$ cat config.mk
export PLATFORM = sky130hd
export DESIGN_NAME = control_fsm
export DESIGN_NICKNAME = d
export VERILOG_FILES = /design/src/rtl/ctrl_pkg.sv /design/src/rtl/cond_eval.sv /design/src/rtl/control_fsm.sv
export SDC_FILE = /design/constraint.sdc
export NUM_CORES = 1
export LEC_CHECK = 0
export BUFFER_PORTS_ARGS = -buffer_cell sky130_fd_sc_hd__buf_2
export CAP_MARGIN = 20
export CORE_MARGIN = 5
export CORE_UTILIZATION = 45
export CTS_CLUSTER_DIAMETER = 150
export DETAILED_ROUTE_END_ITERATION = 8
export PLACE_DENSITY = 0.82
export SYNTH_ARGS = -nofsm -noshare
export SYNTH_HDL_FRONTEND = slang
export SYNTH_SLANG_ARGS = --single-unit
$ cat constraint.sdc
create_clock -name clk -period 2 [get_ports clk]
set_input_delay 0.4 -clock clk [delete_from_list [all_inputs] [get_ports clk]]
set_output_delay 0.4 -clock clk [all_outputs]
set_load 0.02 [all_outputs]
$ cat src/rtl/ctrl_pkg.sv
// ctrl_pkg: shared state encoding, instruction field constants, mux-select
// encodings, PSR bit positions and condition codes for control_fsm.
package ctrl_pkg;

    typedef enum logic [3:0] {
        S_RST      = 4'd0,
        S_FETCH    = 4'd1,
        S_LATCH    = 4'd2,
        S_DECODE   = 4'd3,
        S_EXEC_R   = 4'd4,
        S_EXEC_I   = 4'd5,
        S_WB       = 4'd6,
        S_MOVI     = 4'd7,
        S_LD_ADDR  = 4'd8,
        S_LD_LATCH = 4'd9,
        S_LD_WB    = 4'd10,
        S_ST       = 4'd11,
        S_BR       = 4'd12,
        S_JMP      = 4'd13,
        S_JAL      = 4'd14,
        S_ILLEGAL  = 4'd15
    } state_t;

    // Primary opcodes
    localparam logic [3:0] OP_RTYPE = 4'b0000;
    localparam logic [3:0] OP_ANDI  = 4'b0001;
    localparam logic [3:0] OP_ORI   = 4'b0010;
    localparam logic [3:0] OP_XORI  = 4'b0011;
    localparam logic [3:0] OP_MEM   = 4'b0100;
    localparam logic [3:0] OP_ADDI  = 4'b0101;
    localparam logic [3:0] OP_SUBI  = 4'b1001;
    localparam logic [3:0] OP_CMPI  = 4'b1011;
    localparam logic [3:0] OP_BCOND = 4'b1100;
    localparam logic [3:0] OP_MOVI  = 4'b1101;

    // Extensions
    localparam logic [3:0] EXT_CMP   = 4'b1011;
    localparam logic [3:0] EXT_LOAD  = 4'b0000;
    localparam logic [3:0] EXT_STOR  = 4'b0100;
    localparam logic [3:0] EXT_JAL   = 4'b1000;
    localparam logic [3:0] EXT_JCOND = 4'b1100;

    // Mux selects
    localparam logic [1:0] MEM_S_RSRC  = 2'd0;
    localparam logic [1:0] MEM_S_PC    = 2'd1;
    localparam logic [1:0] WD_S_IMM    = 2'd0;
    localparam logic [1:0] WD_S_RSRC   = 2'd1;
    localparam logic [1:0] WD_S_MEM    = 2'd2;
    localparam logic [1:0] WD_S_ALU    = 2'd3;
    localparam logic [1:0] ALUA_S_RSRC = 2'd0;
    localparam logic [1:0] ALUA_S_PC   = 2'd1;
    localparam logic [1:0] ALUA_S_IMM  = 2'd2;
    localparam logic [1:0] ALUB_S_RDEST = 2'd0;
    localparam logic [1:0] ALUB_S_IMM   = 2'd1;
    localparam logic [1:0] ALUB_S_ONE   = 2'd2;
    localparam logic [1:0] ALUB_S_ZERO  = 2'd3;

    // PSR bit positions
    localparam int PSR_C = 0;
    localparam int PSR_L = 1;
    localparam int PSR_F = 2;
    localparam int PSR_Z = 3;
    localparam int PSR_N = 4;

    // Condition codes carried in the Rdest field
    localparam logic [3:0] CC_EQ = 4'b0000;
    localparam logic [3:0] CC_NE = 4'b0001;
    localparam logic [3:0] CC_CS = 4'b0010;
    localparam logic [3:0] CC_CC = 4'b0011;
    localparam logic [3:0] CC_LO = 4'b0100;
    localparam logic [3:0] CC_NL = 4'b0101;
    localparam logic [3:0] CC_MI = 4'b0110;
    localparam logic [3:0] CC_PL = 4'b0111;
    localparam logic [3:0] CC_AL = 4'b1110;
    localparam logic [3:0] CC_NV = 4'b1111;

    // Registered control word; pc_cond marks states whose PC_EN follows the condition
    typedef struct packed {
        logic       pc_s;
        logic       mem_data_s;
        logic       instr_en;
        logic       alu_out_en;
        logic       mem_reg_en;
        logic       pc_en;
        logic       pc_cond;
        logic       psr_en;
        logic       se_on;
        logic       reg_wr;
        logic       mem_we;
        logic [1:0] mem_s;
        logic [1:0] wd_s;
        logic [1:0] alua_s;
        logic [1:0] alub_s;
    } ctrl_t;

    // Logical immediates and MOVI take a zero-extended immediate
    function automatic logic zero_ext_op(input logic [3:0] op);
        return (op == OP_ANDI) || (op == OP_ORI) || (op == OP_XORI) || (op == OP_MOVI);
    endfunction

endpackage

$ cat src/rtl/cond_eval.sv
// cond_eval: combinational branch/jump condition test on the PSR flags.
module cond_eval
    import ctrl_pkg::*;
#(
    parameter int PSRL = 5
) (
    input  logic [3:0]      cond,
    input  logic [PSRL-1:0] psr,
    output logic            cond_true
);

    // The F flag takes part in no condition; named so it is knowingly dropped
    logic unused_psr_f;
    assign unused_psr_f = psr[PSR_F];

    // Select the flag test named by the condition code
    always_comb begin
        cond_true = 1'b0;
        case (cond)
            CC_EQ:   cond_true = psr[PSR_Z];
            CC_NE:   cond_true = ~psr[PSR_Z];
            CC_CS:   cond_true = psr[PSR_C];
            CC_CC:   cond_true = ~psr[PSR_C];
            CC_LO:   cond_true = psr[PSR_L];
            CC_NL:   cond_true = ~psr[PSR_L];
            CC_MI:   cond_true = psr[PSR_N];
            CC_PL:   cond_true = ~psr[PSR_N];
            CC_AL:   cond_true = 1'b1;
            CC_NV:   cond_true = 1'b0;
            default: cond_true = 1'b0;
        endcase
    end

endmodule

$ cat src/rtl/control_fsm.sv
// control_fsm: multicycle control unit for the 16-bit CPU.
// Optional feature: define CTRL_ILLEGAL_TRAP_EN to make an illegal opcode
// lock the FSM in ILLEGAL with the sticky illegal_op flag raised; otherwise
// ILLEGAL is a one-cycle NOP and illegal_op is tied low.
module control_fsm
    import ctrl_pkg::*;
#(
    parameter int REG_ADD = 4,
    parameter int PSRL    = 5
) (
    input  logic               clk,
    input  logic               reset,
    input  logic [REG_ADD-1:0] OP_CODE,
    input  logic [REG_ADD-1:0] OP_EXT,
    input  logic [REG_ADD-1:0] Rdest_addr,
    input  logic [PSRL-1:0]    PSR_OUT,
    output logic               PC_S,
    output logic               MEM_DATA_S,
    output logic               INSTR_EN,
    output logic               ALU_OUT_EN,
    output logic               MEM_REG_EN,
    output logic               PC_EN,
    output logic               PSR_EN,
    output logic               SE_SIGN,
    output logic               REG_WR,
    output logic               MEM_WE,
    output logic [1:0]         MEM_S,
    output logic [1:0]         WD_S,
    output logic [1:0]         ALUA_S,
    output logic [1:0]         ALUB_S,
    output logic               illegal_op
);

    state_t     state;
    state_t     nxt;
    ctrl_t      ctl;
    logic [3:0] op;
    logic [3:0] ext;
    logic [3:0] cc;
    logic       cond_true;

    assign op  = 4'(OP_CODE);
    assign ext = 4'(OP_EXT);
    assign cc  = 4'(Rdest_addr);

    cond_eval #(.PSRL(PSRL)) u_cond (
        .cond      (cc),
        .psr       (PSR_OUT),
        .cond_true (cond_true)
    );

    // Control word for a state; registered together with the state itself
    function automatic ctrl_t state_ctrl(input state_t st);
        ctrl_t c;
        c       = '0;
        c.mem_s = MEM_S_PC;
        c.se_on = 1'b1;
        case (st)
            S_RST: begin
                c.mem_s = MEM_S_RSRC;
                c.se_on = 1'b0;
            end
            S_FETCH: begin
                c.alua_s = ALUA_S_PC;
                c.alub_s = ALUB_S_ONE;
                c.pc_s   = 1'b1;
                c.pc_en  = 1'b1;
            end
            S_LATCH:  c.instr_en = 1'b1;
            S_EXEC_R: begin
                c.alua_s     = ALUA_S_RSRC;
                c.alub_s     = ALUB_S_RDEST;
                c.alu_out_en = 1'b1;
                c.psr_en     = 1'b1;
            end
            S_EXEC_I: begin
                c.alua_s     = ALUA_S_IMM;
                c.alub_s     = ALUB_S_RDEST;
                c.alu_out_en = 1'b1;
                c.psr_en     = 1'b1;
            end
            S_WB, S_MOVI, S_LD_WB: begin
                c.reg_wr = 1'b1;
                c.wd_s   = (st == S_WB) ? WD_S_ALU : ((st == S_MOVI) ? WD_S_IMM : WD_S_MEM);
            end
            S_LD_ADDR: c.mem_s = MEM_S_RSRC;
            S_LD_LATCH: begin
                c.mem_s      = MEM_S_RSRC;
                c.mem_reg_en = 1'b1;
            end
            S_ST: begin
                c.mem_s      = MEM_S_RSRC;
                c.mem_data_s = 1'b0;
                c.mem_we     = 1'b1;
            end
            S_BR: begin
                c.alua_s  = ALUA_S_PC;
                c.alub_s  = ALUB_S_IMM;
                c.pc_s    = 1'b1;
                c.pc_cond = 1'b1;
            end
            S_JMP: begin
                c.pc_s    = 1'b0;
                c.pc_cond = 1'b1;
            end
            S_JAL: begin
                c.alua_s     = ALUA_S_PC;
                c.alub_s     = ALUB_S_ZERO;
                c.alu_out_en = 1'b1;
                c.pc_s       = 1'b0;
                c.pc_en      = 1'b1;
            end
            S_ILLEGAL: begin
`ifdef CTRL_ILLEGAL_TRAP_EN
                c.mem_s = MEM_S_RSRC;
                c.se_on = 1'b0;
`else
                c.se_on = 1'b1;
`endif
            end
            default: c.se_on = 1'b1;
        endcase
        return c;
    endfunction

    // Next-state selection, including opcode decode in DECODE
    always_comb begin
        nxt = S_FETCH;
        case (state)
            S_RST:    nxt = S_FETCH;
            S_FETCH:  nxt = S_LATCH;
            S_LATCH:  nxt = S_DECODE;
            S_DECODE: begin
                case (op)
                    OP_RTYPE:                                        nxt = S_EXEC_R;
                    OP_ANDI, OP_ORI, OP_XORI, OP_ADDI, OP_SUBI, OP_CMPI: nxt = S_EXEC_I;
                    OP_MOVI:                                         nxt = S_MOVI;
                    OP_BCOND:                                        nxt = S_BR;
                    OP_MEM: begin
                        case (ext)
                            EXT_LOAD:  nxt = S_LD_ADDR;
                            EXT_STOR:  nxt = S_ST;
                            EXT_JAL:   nxt = S_JAL;
                            EXT_JCOND: nxt = S_JMP;
                            default:   nxt = S_ILLEGAL;
                        endcase
                    end
                    default: nxt = S_ILLEGAL;
                endcase
            end
            S_EXEC_R:   nxt = (ext == EXT_CMP) ? S_FETCH : S_WB;
            S_EXEC_I:   nxt = (op == OP_CMPI) ? S_FETCH : S_WB;
            S_JAL:      nxt = S_WB;
            S_LD_ADDR:  nxt = S_LD_LATCH;
            S_LD_LATCH: nxt = S_LD_WB;
`ifdef CTRL_ILLEGAL_TRAP_EN
            S_ILLEGAL:  nxt = S_ILLEGAL;
`else
            S_ILLEGAL:  nxt = S_FETCH;
`endif
            default:    nxt = S_FETCH;
        endcase
    end

    // State register with the control word for the state being entered
    always_ff @(posedge clk or posedge reset) begin
        if (reset) begin
            state <= S_RST;
            ctl   <= '0;
        end else begin
            state <= nxt;
            ctl   <= state_ctrl(nxt);
        end
    end

`ifdef CTRL_ILLEGAL_TRAP_EN
    logic illegal_flag;

    // Sticky flag raised on entry to the trap state, cleared only by reset
    always_ff @(posedge clk or posedge reset) begin
        if (reset) begin
            illegal_flag <= 1'b0;
        end else if (nxt == S_ILLEGAL) begin
            illegal_flag <= 1'b1;
        end else begin
            illegal_flag <= illegal_flag;
        end
    end

    assign illegal_op = illegal_flag;
`else
    assign illegal_op = 1'b0;
`endif

    // BR/JMP gate PC_EN with the condition evaluated on the live PSR
    assign PC_EN      = ctl.pc_en | (ctl.pc_cond & cond_true);
    assign SE_SIGN    = ctl.se_on & ~zero_ext_op(op);
    assign PC_S       = ctl.pc_s;
    assign MEM_DATA_S = ctl.mem_data_s;
    assign INSTR_EN   = ctl.instr_en;
    assign ALU_OUT_EN = ctl.alu_out_en;
    assign MEM_REG_EN = ctl.mem_reg_en;
    assign PSR_EN     = ctl.psr_en;
    assign REG_WR     = ctl.reg_wr;
    assign MEM_WE     = ctl.mem_we;
    assign MEM_S      = ctl.mem_s;
    assign WD_S       = ctl.wd_s;
    assign ALUA_S     = ctl.alua_s;
    assign ALUB_S     = ctl.alub_s;

endmodule

==> results of run 1 <==
metrics by stage:
stage / util (%) / hold slack, ps / area (um^2) / instances
floorplan: - / 377 / 1210 / 131
global placement: 55.0 / 546 / 1390 / 189
detailed placement: 55.0 / 558 / 1390 / 189
CTS: 56.1 / 238 / 1410 / 193
global route: 56.3 / 273 / 1420 / 193
finish: 56.3 / 204 / 1420 / 193
sequential cells by signal (all words and copies together), names as in the netlist, 2 cells and up:
signal and cells:
state 4, ALUB_S 2, ALUA_S 2, WD_S 2
ctl 3
cells by family (layout without fill, tap and decap cells):
| group | after synthesis | in the layout | synth area share [%] |
|---|---|---|---|
| compound gates | 31 | 31 | 17.8 |
| buf+inv | 24 | 56 | 11.2 |
| simple gates | 46 | 46 | 22.9 |
| other cells | 2 | 4 | 0.625 |
| mux | 1 | 1 | 0.832 |
| flops | 21 | 21 | 43.7 |
| xor+xnor | 4 | 4 | 2.91 |
layout make-up:
cell class              count  share of cell area [%]
clock inverters             1                   0.352
flip-flops and latches     21                    37.1
well taps                  30                    2.64
clock buffers               3                    1.58
multi-input cells          86                    38.9
inverters                   9                    2.38
repair buffers             43                    17.1
placed cells by master (no fill, tap or decap), types with 3 or more instances in the layout:
master and n:
a21oi_1 3, o22ai_1 5, buf_4 11, nand3_1 5
clkbuf_4 3, inv_1 8, nand2b_1 4, nor2_1 6
o21ai_0 6, or3_1 3, conb_1 4, dfrtp_1 20
a31oi_1 3, xnor2_1 4, buf_2 32, nand2_1 5
and2_1 3, nor3_1 7
per-layer routing:
layer	up-vias	global-route usage (%)	share of wire, %
li1	519	-	-
met1	514	19.0	41
met5	-	0	0
met2	31	27.1	51
met3	10	3.72	6.5
met4	0	4.55	2.2
synthesized netlist by cell type (2+ instances only):
library cell | count | area share [%]
dfrtp_1 | 21 | 44
buf_4 | 11 | 6.9
inv_1 | 8 | 2.5
nor3_1 | 7 | 2.9
nor2_1 | 6 | 1.9
o21ai_0 | 6 | 2.5
nand2_1 | 5 | 1.6
nand3_1 | 5 | 2.1
o22ai_1 | 5 | 2.6
nand2b_1 | 4 | 2.1
xnor2_1 | 4 | 2.9
a21oi_1 | 3 | 1.2
a31oi_1 | 3 | 1.6
and2_1 | 3 | 1.6
buf_2 | 3 | 1.2
or3_1 | 3 | 1.6
and3_1 | 2 | 1.0
conb_1 | 2 | 0.62
nand4_1 | 2 | 1.0
nand4b_1 | 2 | 1.5
nor3b_1 | 2 | 1.2
o21bai_1 | 2 | 1.2
o31ai_1 | 2 | 1.2
path summary, 6_finish.rpt:
kind                                    start                   end  depth (start not counted)
max                             Rdest_addr[2]                 PC_EN                          7
min                                     reset   ALUA_S[0]$_DFF_PP0_                          2
max reg2reg                state[1]$_DFF_PP0_   ALUB_S[1]$_DFF_PP0_                          5
min reg2reg                state[0]$_DFF_PP0_  MEM_REG_EN$_DFF_PP0_                          1
max in group asynchronous               reset    state[0]$_DFF_PP0_                          2
min in group clk           state[0]$_DFF_PP0_  MEM_REG_EN$_DFF_PP0_                          1
power by group through the flow:
stage               Sequential [W]  Combinational (W)  Clock [W]
detailed placement        0.000651            0.00124          0
finish                    0.000647            0.00127   0.000202
global placement          0.000641            0.00122          0
global route              0.000665            0.00138   0.000228
CTS                       0.000642            0.00125   0.000209
floorplan                 0.000662           0.000922          0
==> metrics.md, run 1 <==
| Metric | Value |
|---|---|
| H-tree levels | `1` |
| Width of the chip | `between 60 and 70 um` |
| Top delay family on crit path | `compound AO/OA/AOI/OAI gates` |
| Leakage | `just over 0.7 nW` |
| Vias in the first global route | `~1000` |
| Antenna Violating Nets Remaining | `0` |
| Grt total ovfl | `0` |
| Clock slew at reported path FFs | `approximately 110 ps` |
| Crit-path cells | `buf_2 > mux2i_2 > xnor2_1 > nor2_1 > o31ai_1 > a21o_1 > buf_4` |
| Cells after Synth | `between 100 and 150` |
| Crit-path max cell delay | `approximately 230 ps` |
| Max-cap violations | `0` |
| Run status | `complete, no violations` |
| Setup violators final | `0` |
| Root buf cell | `clkbuf_4` |
| Crit path buffers/inverters | `2` |
| EDFF count, synth | `0` |
| Fraction of layout cells with a size suffix above 1 | `between 30% and 40%` |
| Mean Syn Cell Area | `~9.3 um^2` |
| Area growth, synth to finish | `18.2%` |
| CP Data Arrival Time | `between 1000 and 1500 ps` |
| Final setup margin | `around 120 ps` |
| Nets@finish | `between 150 and 200` |
| RSZ-0062 raised after global routing | `false` |
| Routed Wire Length | `2730 um` |
| Die Y | `61.7 um` |
| Avg WL per Cell | `14.1 um` |
| CP Capture Type | `output port` |
| Skew final | `between 2 and 3 ps` |
| Reg power frac | `a little under a third` |
| YS warnings | `0` |
| Max Slew Vio Count | `0` |
| Critical path peak fanout | `4` |
| Post-synthesis sequential area ratio | `a little over two fifths` |
| Main synth FF type | `dfrtp_1` |
| Post-cts sizing count | `0` |
| Flip-flop and latch count after synthesis | `21` |
| Power per Cell Area | `about 1500 nW/um^2` |
| CTS sink cnt | `21` |
| Sw power | `about 0.001 W` |
| Detailed Routing Iterations Pass 1 | `4` |
| Required @ worst endpoint | `~1600 ps` |
| Dpl ws | `-37.8 ps` |
| Global-route wire length before repair | `4410 um` |
| Crit share post-route | `between 90 and 100%` |
| Critical path class | `in2out` |
| TritonCTS Buffers | `3` |
| Worst VDD drop | `just under 0.001 V` |
| Relative slew slack | `roughly half` |
| Antenna violations before repair | `0` |
| Setup bufs post-CTS | `0` |
| Synth unique cells | `41` |
| Core footprint | `around 2500 um^2` |
| Switching Fraction | `between 40% and 50%` |
| Largest net degree at the start of global routing | `22` |
| Slew @ Worst Pin | `756 ps` |
| Register-to-register setup slack | `140 ps` |
| Mapped cell area | `1200 um^2` |
| Area of the multi-input gates | `roughly 550 um^2` |
| Comb power frac | `between 50% and 60%` |
| CTS tree | `yes` |
| Row cnt | `18` |
| Critical path's slowest cell | `mux2i_2` |
| Initial core utilization | `a little under half` |
| GRT Overall Usage | `approximately 16%` |
| Die ar. | `3810 um^2` |
| Via density | `5.56` |
| Pint | `roughly 0.0011 W` |
| HP Class | `in2async` |
| Drc violations | `0` |
| Clk buf depth | `2` |
| Worst skew pair latency | `between 300 and 400 ps` |
| Worst setup SP type | `input port` |
| Fraction of registers with async set or reset after synthesis | `100%` |
| Fillers | `232` |
| Clock power frac | `9.5%` |
| Via count | `1074` |
| Number of I/O port buffers | `33` |
| Routability cong. | `0.918` |
| Hold violation count in the final report | `0` |
| # diodes | `0` |
| I/O pin total | `38` |
| Iteration-0 DRC Markers | `20` |
| HPWL after DPL | `between 2000 and 2500 um` |
| Total chip power | `approximately 0.0021 W` |
| FMAX | `approximately 530 MHz` |
| Register Area | `approximately 530 um^2` |
| CTS Hold Buffers Added | `0` |
| Crit path time final | `~1900 ps` |
| Total negative setup slack | `0 ps` |
No activity file was read; power rests on OpenSTA's default activity.
==> run 2, diff against run 1 <==
CORE_MARGIN = not set   (was 5)
REMOVE_ABC_BUFFERS = 1   (was not set)
==> metrics.md, run 2 (synthesized netlist as in run 1, its figures left out) <==
| Metric | Value |
|---|---|
| Required @ worst endpoint | `1600 ps (about the same)` |
| Initial core utilization | `48.1% (+0.43 points)` |
| Antenna Violating Nets Remaining | `0 (unchanged)` |
| Post-cts sizing count | `0 (unchanged)` |
| Detailed Routing Iterations Pass 1 | `4 (unchanged)` |
| Most common cell after layout, fill and taps aside | `buf_2` |
| Root buf cell | `clkbuf_4` |
| Switching Fraction | `46.0% (-0.59 points)` |
| Worst skew pair latency | `300 ps (about the same)` |
| Biggest regs | `state: 4 flops, ctl: 3 flops` |
| Run status | `complete, no violations` |
| Critical path class | `in2out` |
| Skew final | `5.13 ps (+2.57 ps)` |
| Largest net degree at the start of global routing | `22 (unchanged)` |
| Most frequent cells in the layout | `32 x buf_2, 19 x dfrtp_1, 10 x buf_4` |
| Fin util | `56.5% (+0.11 points)` |
| Die ar. | `2880 um^2 (-24%)` |
| CTS sink cnt | `21 (unchanged)` |
| Worst Reg-to-Reg Cells | `5 (unchanged)` |
| Register-to-register setup slack | `180 ps (+40 ps)` |
| Area growth, synth to finish | `17.4%` |
| Clock slew at reported path FFs | `110 ps (about the same)` |
| CP Data Arrival Time | `1470 ps (about the same)` |
| Clk buf depth | `2 (unchanged)` |
| Crit share post-route | `93.4% (-0.35 points)` |
| Sw power | `0.000953 W (-3.4%)` |
| Relative slew slack | `51.4% (+1.8 points)` |
| Largest register FFs | `4 (unchanged)` |
| Row cnt | `18 (unchanged)` |
| # diodes | `0 (unchanged)` |
| HPWL after DPL | `1850 um (-12%)` |
| H-tree levels | `1 (unchanged)` |
| Largest Register | `state` |
| Crit-path cells | `buf_2 > mux2i_1 > xnor2_1 > nor2_1 > o31ai_1 > a21o_1 > buf_4` |
| Iteration-0 DRC Markers | `27 (+35%)` |
| Clock power frac | `9.5% (about the same)` |
| Crit-path max cell delay | `250 ps (+20 ps)` |
| Drc violations | `0 (unchanged)` |
| Avg WL per Cell | `12.6 um (-11%)` |
| Final cell area excluding filler cells | `1410 um^2 (-0.70%)` |
| Reg-to-reg endpoint | `ALU_OUT_EN$_DFF_PP0_` |
| Number of I/O port buffers | `33 (unchanged)` |
| Routability cong. | `0.848 (-7.6%)` |
| Reg2reg start | `state[0]$_DFF_PP0_` |
| Setup bufs post-CTS | `0 (unchanged)` |
| Critical path peak fanout | `4 (unchanged)` |
| Critical path's slowest cell | `o31ai_1` |
| Routed Wire Length | `2410 um (-12%)` |
| Leakage | `0.711 nW (-0.57%)` |
| GRT Overall Usage | `18.9% (+3.4 points)` |
| Grt total ovfl | `0 (unchanged)` |
| Reg power frac | `31.7% (+1.1 points)` |
| Core footprint | `2500 um^2 (-0.89%)` |
| Comb power frac | `58.7% (-1.2 points)` |
| Power per Cell Area | `1470 nW/um^2 (-1.4%)` |
| Vias in the first global route | `983 (-4.7%)` |
| Worst setup SP type | `input port` |
| Crit path time final | `1870 ps (-6.98 ps)` |
| DP Area | `1380 um^2 (-0.54%)` |
| Nets@finish | `182 (-0.55%)` |
| CP Capture Type | `output port` |
| Global-route wire length before repair | `3880 um (-12%)` |
| Max-cap violations | `0 (unchanged)` |
| RSZ-0062 raised after global routing | `false` |
| Antenna violations before repair | `0 (unchanged)` |
| Die Y | `53.7 um (-13%)` |
| CTS Hold Buffers Added | `0 (unchanged)` |
| Via density | `5.68 (+2.1%)` |
| Setup violators final | `0 (unchanged)` |
| HP Class | `in2async` |
| Width of the chip | `53.7 um (-13%)` |
| Max Slew Vio Count | `0 (unchanged)` |
| Worst VDD drop | `0.000774 V (-21%)` |
| Hold violation count in the final report | `0 (unchanged)` |
| FMAX | `535 MHz (+0.37%)` |
| I/O pin total | `38 (unchanged)` |
| Via count | `1091 (+1.6%)` |
| CTS tree | `yes` |
| TritonCTS Buffers | `3 (unchanged)` |
| Total chip power | `0.00207 W (-2.1%)` |
| Pint | `0.00112 W (-1.0%)` |
| Fraction of layout cells with a size suffix above 1 | `32.1% (-0.42 points)` |
| Slew @ Worst Pin | `729 ps (-27.6 ps)` |
run 2: worst max path at each step:
stage,startpoint,to
2_1_floorplan,OP_CODE[0],MEM_WE$_DFF_PP0_
3_3_place_gp,OP_CODE[0],MEM_S[0]$_DFF_PP0_
3_5_place_dp,OP_CODE[0],MEM_S[0]$_DFF_PP0_
4_1_cts,state[0]$_DFF_PP0_,MEM_WE$_DFF_PP0_
5_1_grt,Rdest_addr[2],PC_EN
6_report,Rdest_addr[2],PC_EN
run 2: stage by stage:
step / setup TNS [ps] / hold WS (ps) / instances / setup WS [ps]
3_3_place_gp: -9.14 / 547 / 188 / -4.71
3_5_place_dp: -44.9 / 563 / 188 / -23.9
4_1_cts: 0 / 224 / 192 / 110
5_1_grt: 0 / 277 / 192 / 5.22
6_report: 0 / 196 / 192 / 131
2_1_floorplan: 0 / 377 / 116 / 171
run 2: critical path: cells and delay by family:
family | cells | cell delay, ps
AOI/OAI and AO/OA | 2 | 400
buffers and inverters | 2 | 250
muxes | 1 | 210
xor gates and xnor gates | 1 | 140
and+or+nand+nor | 1 | 60
run 2: metal layers:
metal	share of wire, %	vias up	global-route usage [%]
met5	0	-	0
met4	1.7	0	8.33
met3	7.5	4	1.98
met2	50	56	36.8
met1	41	511	20.0
li1	-	520	-
run 2: final cells by class:
cell class,instances,area [um^2]
clock buffer,3,22.5
tap,30,37.5
clock inverter,1,5.00
multi-input combinational,86,549
timing repair buffer,42,235
fill,214,1090
sequential,21,528
inverter,9,33.8
run 2: power by group through the flow:
stage | clock network, W | logic, W | registers, W
finish | 0.000197 | 0.00122 | 0.000657
global route | 0.000225 | 0.00134 | 0.000675
CTS | 0.000205 | 0.00120 | 0.000648
detailed placement | 0 | 0.00119 | 0.000657
global placement | 0 | 0.00116 | 0.000654
floorplan | 0 | 0.000669 | 0.000792
